===== src/rtl/codificador_teclado_16_4.sv =====
// codificador_teclado_16_4: debounced 16-line key encoder with valid/ready output
// Ports: clk, rst_n (async active-low); entrada[15:0] raw keys; listo consumer ready;
// codigo[3:0] held key index; valido untransferred event; ocupado press held;
// perdido one-cycle pulse on a press dropped because the output was full.
module codificador_teclado_16_4 #(
  parameter int DEBOUNCE_CYCLES = 16
) (
  input  logic        clk,
  input  logic        rst_n,
  input  logic [15:0] entrada,
  input  logic        listo,
  output logic [3:0]  codigo,
  output logic        valido,
  output logic        ocupado,
  output logic        perdido
);
  localparam int CW = $clog2(DEBOUNCE_CYCLES + 1);
  localparam logic [CW-1:0] CNT_MAX = CW'(DEBOUNCE_CYCLES - 1);
  typedef enum logic [1:0] {IDLE, CHECK, HELD, RELEASE} state_t;
  state_t state, state_nx;
  logic [CW-1:0] cnt, cnt_nx;
  logic [3:0] cand, cand_nx, p_code;
  logic [15:0] s1, s;
  logic p_any, ev;
  assign p_any = |s;
  always_comb begin
    p_code = '0;
    for (int i = 0; i < 16; i++) p_code = s[i] ? i[3:0] : p_code;
  end
  always_comb begin
    state_nx = state;
    cnt_nx = cnt;
    cand_nx = cand;
    ev = 1'b0;
    case (state)
      IDLE:
        if (p_any) begin
          state_nx = CHECK;
          cand_nx = p_code;
          cnt_nx = '0;
        end
      CHECK:
        if (!p_any || p_code != cand) state_nx = IDLE;
        else if (cnt == CNT_MAX) begin
          state_nx = HELD;
          ev = 1'b1;
        end else cnt_nx = cnt + CW'(1);
      HELD:
        if (!p_any) begin
          state_nx = RELEASE;
          cnt_nx = '0;
        end
      RELEASE:
        if (p_any) begin
          state_nx = HELD;
          cnt_nx = '0;
        end else if (cnt == CNT_MAX) state_nx = IDLE;
        else cnt_nx = cnt + CW'(1);
      default: state_nx = IDLE;
    endcase
  end
  always_ff @(posedge clk or negedge rst_n) begin
    if (!rst_n) begin
      s1 <= '0;
      s <= '0;
      state <= IDLE;
      cnt <= '0;
      cand <= '0;
      codigo <= '0;
      valido <= 1'b0;
      ocupado <= 1'b0;
      perdido <= 1'b0;
    end else begin
      s1 <= entrada;
      s <= s1;
      state <= state_nx;
      cnt <= cnt_nx;
      cand <= cand_nx;
      ocupado <= (state_nx == HELD) || (state_nx == RELEASE);
      perdido <= ev && valido && !listo;
      if (ev && (!valido || listo)) begin
        codigo <= cand;
        valido <= 1'b1;
      end else if (!ev && valido && listo) valido <= 1'b0;
    end
  end
endmodule


===== config.mk =====
export PLATFORM = sky130hd
export DESIGN_NAME = codificador_teclado_16_4
export DESIGN_NICKNAME = d
export VERILOG_FILES = /design/src/rtl/codificador_teclado_16_4.sv
export SDC_FILE = /design/constraint.sdc
export NUM_CORES = 1
export LEC_CHECK = 0
export CAP_MARGIN = 20
export CELL_PAD_IN_SITES_DETAIL_PLACEMENT = 0
export CELL_PAD_IN_SITES_GLOBAL_PLACEMENT = 2
export CORE_MARGIN = 2
export CORE_UTILIZATION = 41
export CTS_BUF_LIST = sky130_fd_sc_hd__clkbuf_8
export CTS_CLUSTER_DIAMETER = 50
export CTS_CLUSTER_SIZE = 25
export DETAILED_ROUTE_END_ITERATION = 16
export PLACE_DENSITY_LB_ADDON = 0.1
export SYNTH_ARGS = -nofsm -noshare
export SYNTH_HDL_FRONTEND = slang
export SYNTH_SLANG_ARGS = --single-unit

===== constraint.sdc =====
create_clock -name clk -period 4.9 [get_ports clk]
set_clock_uncertainty 0.2 [all_clocks]
set_input_delay 0.98 -clock clk [delete_from_list [all_inputs] [get_ports clk]]
set_output_delay 0.98 -clock clk [all_outputs]
set_load 0.005 [all_outputs]

# After elaboration in Yosys (flattened, before gate mapping)
# Cells that the tools add are included.
# word_totals
register_bits	50
in_bits	19
wordCells	70
out_inout_bits	7
# classes
add_sub_neg	1
eq_ne	10
muxes	33
reduce_logical	17
# op_table
op	n
$mux W4	8
$mux W5	5
$pmux W5 S4	1
$mux W2	8
$reduce_or A16 Y1	1
$mux W3	4
$eq A2 B2 Y1 const B	4
$pmux W2 S4	1
$mux W1	6
$ne A2 B2 Y1 const B	3
$add A5 B1 Y5 const B	1
$eq A5 B4 Y1 const B	1
$logic_and A1 B1 Y1	5
$logic_not A1 Y1	4
$ne A4 B4 Y1	1
$logic_or A1 B1 Y1	3
$reduce_and A3 Y1	1
$eq A2 B1 Y1 const B	1
$logic_not A2 Y1	1
$reduce_and A2 Y1	1
$reduce_bool A2 Y1	1

# Longest topological paths before layout
# logic_depth
ltp_word	24
ltp_mapped	8
mapped_depth_nobuf	8

# Worst setup path after synthesis
# No wires, ideal clock.
# synth_timing
path_type	register -> register
start	register s[8]
end	register codigo[0]
period_less_slack_ps	2772
t_arrival_ps	2447
path_buffers	0
path_slack_ps	2128
required_ps	4575
setup_time_ps	125
stages_incl_launch_ff	8
cell_sequence	dfrtp_1 or4_4 nor4b_1 a21oi_1 o31ai_2 nand3_2 nor4b_4 mux2_2
# synth_between
elab_chain_len	13
elab_cells_between_ends	15
classes_between	eq/ne (1); mux (10); reduce/logical (4)
# synth_rtl
element	line	text
start: declaration	23	logic [15:0] s1, s;
start signal: assignment	65	s <= '0;
start signal: assignment	75	s <= s1;
$mux W4 (8 in a row)	28	for (int i = 0; i < 16; i++) p_code = s[i] ? i[3:0] : p_code;
$ne A4 B4 Y1	43	if (!p_any || p_code != cand) state_nx = IDLE;
$logic_or A1 B1 Y1 *	43	
$mux W1 *	43	
$mux W1 *	35	case (state)
$logic_and A1 B1 Y1 *	81	if (ev && (!valido || listo)) begin
end signal: assignment	82	codigo <= cand;
end: declaration	12	output logic [3:0] codigo,
# Every way passes the cells marked *; elsewhere a longest branch is shown, timed or not.
# A chain may end at the register's enable or synchronous reset.

# Worst setup path in the final report
# layout_timing
start	register s[6]
end	register codigo[2]
# layout_between
elab_chain_len	15
elab_cells_between_ends	17
classes_between	eq/ne (1); mux (12); reduce/logical (4)
# layout_rtl
element	line
$mux W3 (2 in a row)	28
$mux W4 (8 in a row)	28
$ne A4 B4 Y1	43
$logic_or A1 B1 Y1 *	43
$mux W1 *	43
$mux W1 *	35
$logic_and A1 B1 Y1 *	81
# Marked as above.

==> reports/metrics.cfg <==
[status]
status=finished, final reports clean

[power_and_ir_drop]
p_per_area_nw_per_um2=368
p_int_w=0.000629
power_w=0.000895
p_clk_frac=0.258
ir_drop_mv=0.190
comb_power_share=0.198
p_leak_nw=1.05
p_sw_w=0.000265
swShare=0.297
seqPwrFrac=0.545

[route]
routed-via-count=1382
ant_nets=0
routed_wl_um=3520
wl_per_cell_um=13.2
viasPerCell=5.20
drcViolationCount=0
firstDrtPassIters=4
first_iter_violations=91

[yosys]
syn_nets=189
yosysWarnings=0
avgSynthCellArea_um2=11.9
netlist_instances=169
synth_top_family_by_area=compound AO/OA/AOI/OAI gates
seq_area_frac_synth=0.624
synth_xor_area_frac=0.00873
ys_ff_latch=50
async_reset_ff_frac=1.00
muxShareOfSynthArea=0.0281
synth-simple-area-share=0.159
synth_ff_type=dfrtp_1
syn-cell-area_um2=2010
synth_cell_types=47
synth_compound_area_frac=0.159
synth_fa_ha_area_frac=0.00624
synth_edf_count=0

[clocking]
cts_hold_buffers=0
clock-sinks=50
cts_setup_buffers=0
cts_resized=0
clock-root-buffer=clkbuf_8
cts_buffers=5
cts.clk_slew.worst_paths_ns=0.09
cts_tree=built
insertion_delay_ns=0.29
h-tree-depth=2
clockBufferDepth=2

[timing]
slew_headroom=0.525
worst_pin_slew_ns=0.707
hold_viol=0
fin_crit_sh=0.626
tns_ns=0
slew_violations=0
layout_min_cycle_time_ns=3.07
final.setup.worst_slack_ns=1.83
max_freq_ghz=0.326
rsz0062_at_grt=no
setup_viol=0

[worst_setup_path]
endpoint_kind=flip-flop
required_ns=4.88
r2r_cells=7
timing.rr.start=s[6]
crit_type=reg -> reg
cp_max_fo=6
crit_start=s[6]
endpoint=codigo[2]
r2r-end=codigo[2]
critPathArrivalTime_ns=3.05
crit_path_start_kind=flip-flop
ff2ff_setup_slack_ns=1.83

[finish]
area_growth_pct=21.1
final_cell_mix=dfrtp_1 (50), clkdlybuf4s50_1 (24), nor2_1 (16), nand2_1 (14), a21oi_1 (7)
antenna_cells=0
finish.instance_area_um2=2430
post-route-util=0.514
nNetsFinal=219
final_common_cell=dfrtp_1
drive_above_1_share=0.101

[global_routing]
antenna_found_initial=0
grt_pass1_vias=1327
grtUsageTotal=0.151
grt_pass1_wl_um=6230
grt_max_degree=51
grt_overflow=0

[job]
cap_violations=0

[floorplan]
dieArea_um2=5470
rows=25
io-pin-count=26
start_util=0.425
die_h_um=73.9
fp.coreArea_um2=4720
die_x_um=73.9

[place]
dp_slack_ns=1.85
gp_congestion=0.846
numPortBuffers=25
dpl.hpwl_um=2530
placed_area_um2=2320

[min_path]
min_from=s1[8]
hold_class=reg -> reg

==> kinds of logic after synthesis <==
group	after synthesis
AO/OA/AOI/OAI	45
XOR/XNOR	2
adder cells (fa/ha/maj)	1
buffers and inverters	8
flip-flops	50
multiplexers	5
AND/OR/NAND/NOR	58
==> worst min-delay path by stage <==
stage,cells after the start,slack (ns),endpoint
6_report,0,0.15,s[8]
5_1_grt,0,0.16,s[10]
4_1_cts,0,0.15,s[8]
3_5_place_dp,0,0.13,s[10]
3_3_place_gp,0,0.13,s[11]
2_1_floorplan,0,0.13,s[0]
==> cells in the mapped netlist (all sizes together), types with 3 or more instances <==
cell type,number,share of area
dfrtp,50,0.62
nor2,16,0.030
nand2,14,0.026
a21oi,7,0.017
o21ai,6,0.015
inv,5,0.0094
mux2,5,0.028
nor4,5,0.016
o31ai,5,0.021
o22ai,4,0.012
clkbuf,3,0.0056
nand2b,3,0.0094
nand3,3,0.010
nor4b,3,0.021
o211ai,3,0.011
o21a,3,0.011
==> layout make-up <==
class / count / area, um2
sequential: 50 / 1250
clock inverter: 2 / 17.5
clock buffer: 5 / 68.8
tap: 67 / 83.8
fill: 438 / 2290
inverter: 5 / 18.8
multi-input combinational: 111 / 724
timing repair buffer: 26 / 265
==> worst max-delay path, stage by stage (launching register included) <==
cell and delay (ns):
dfrtp_1 0.41, nor4_1 0.65, nor4b_1 0.30, a21oi_1 0.09
o31ai_2 0.30, nand3_2 0.20, nor4b_4 0.42, mux2_2 0.38
==> sequential cells by signal, summed over array words and instances (netlist names) <==
register  cells
s1           16
ocupado       1
s            16
perdido       1
cnt           5
codigo        4
state         2
cand          4
valido        1
==> per-stage QoR <==
stage	instances	hold slack, ns
final	266	0.153
after CTS	265	0.155
after global routing	266	0.157
after global placement	258	0.133
after floorplan	169	0.131
after detailed placement	258	0.135
==> power by group through the flow <==
stage | Clock (W) | Sequential, W | Combinational, W
finish | 0.000230 | 0.000488 | 0.000177
CTS | 0.000238 | 0.000487 | 0.000177
detailed placement | 0 | 0.000496 | 0.000176
global placement | 0 | 0.000494 | 0.000174
floorplan | 0 | 0.000476 | 0.000136
global route | 0.000257 | 0.000493 | 0.000205
==> metal layers <==
layer / routed length [um] / share of wire / vias up / track usage
met1: 1600 / 0.46 / 668 / 0.200
met3: 129 / 0.037 / 5 / 0.0407
met4: 43 / 0.012 / 0 / 0.0545
li1: - / - / 678 / -
met2: 1740 / 0.50 / 31 / 0.242
met5: 0 / 0 / - / 0
Power figures use the tool's default switching activity.
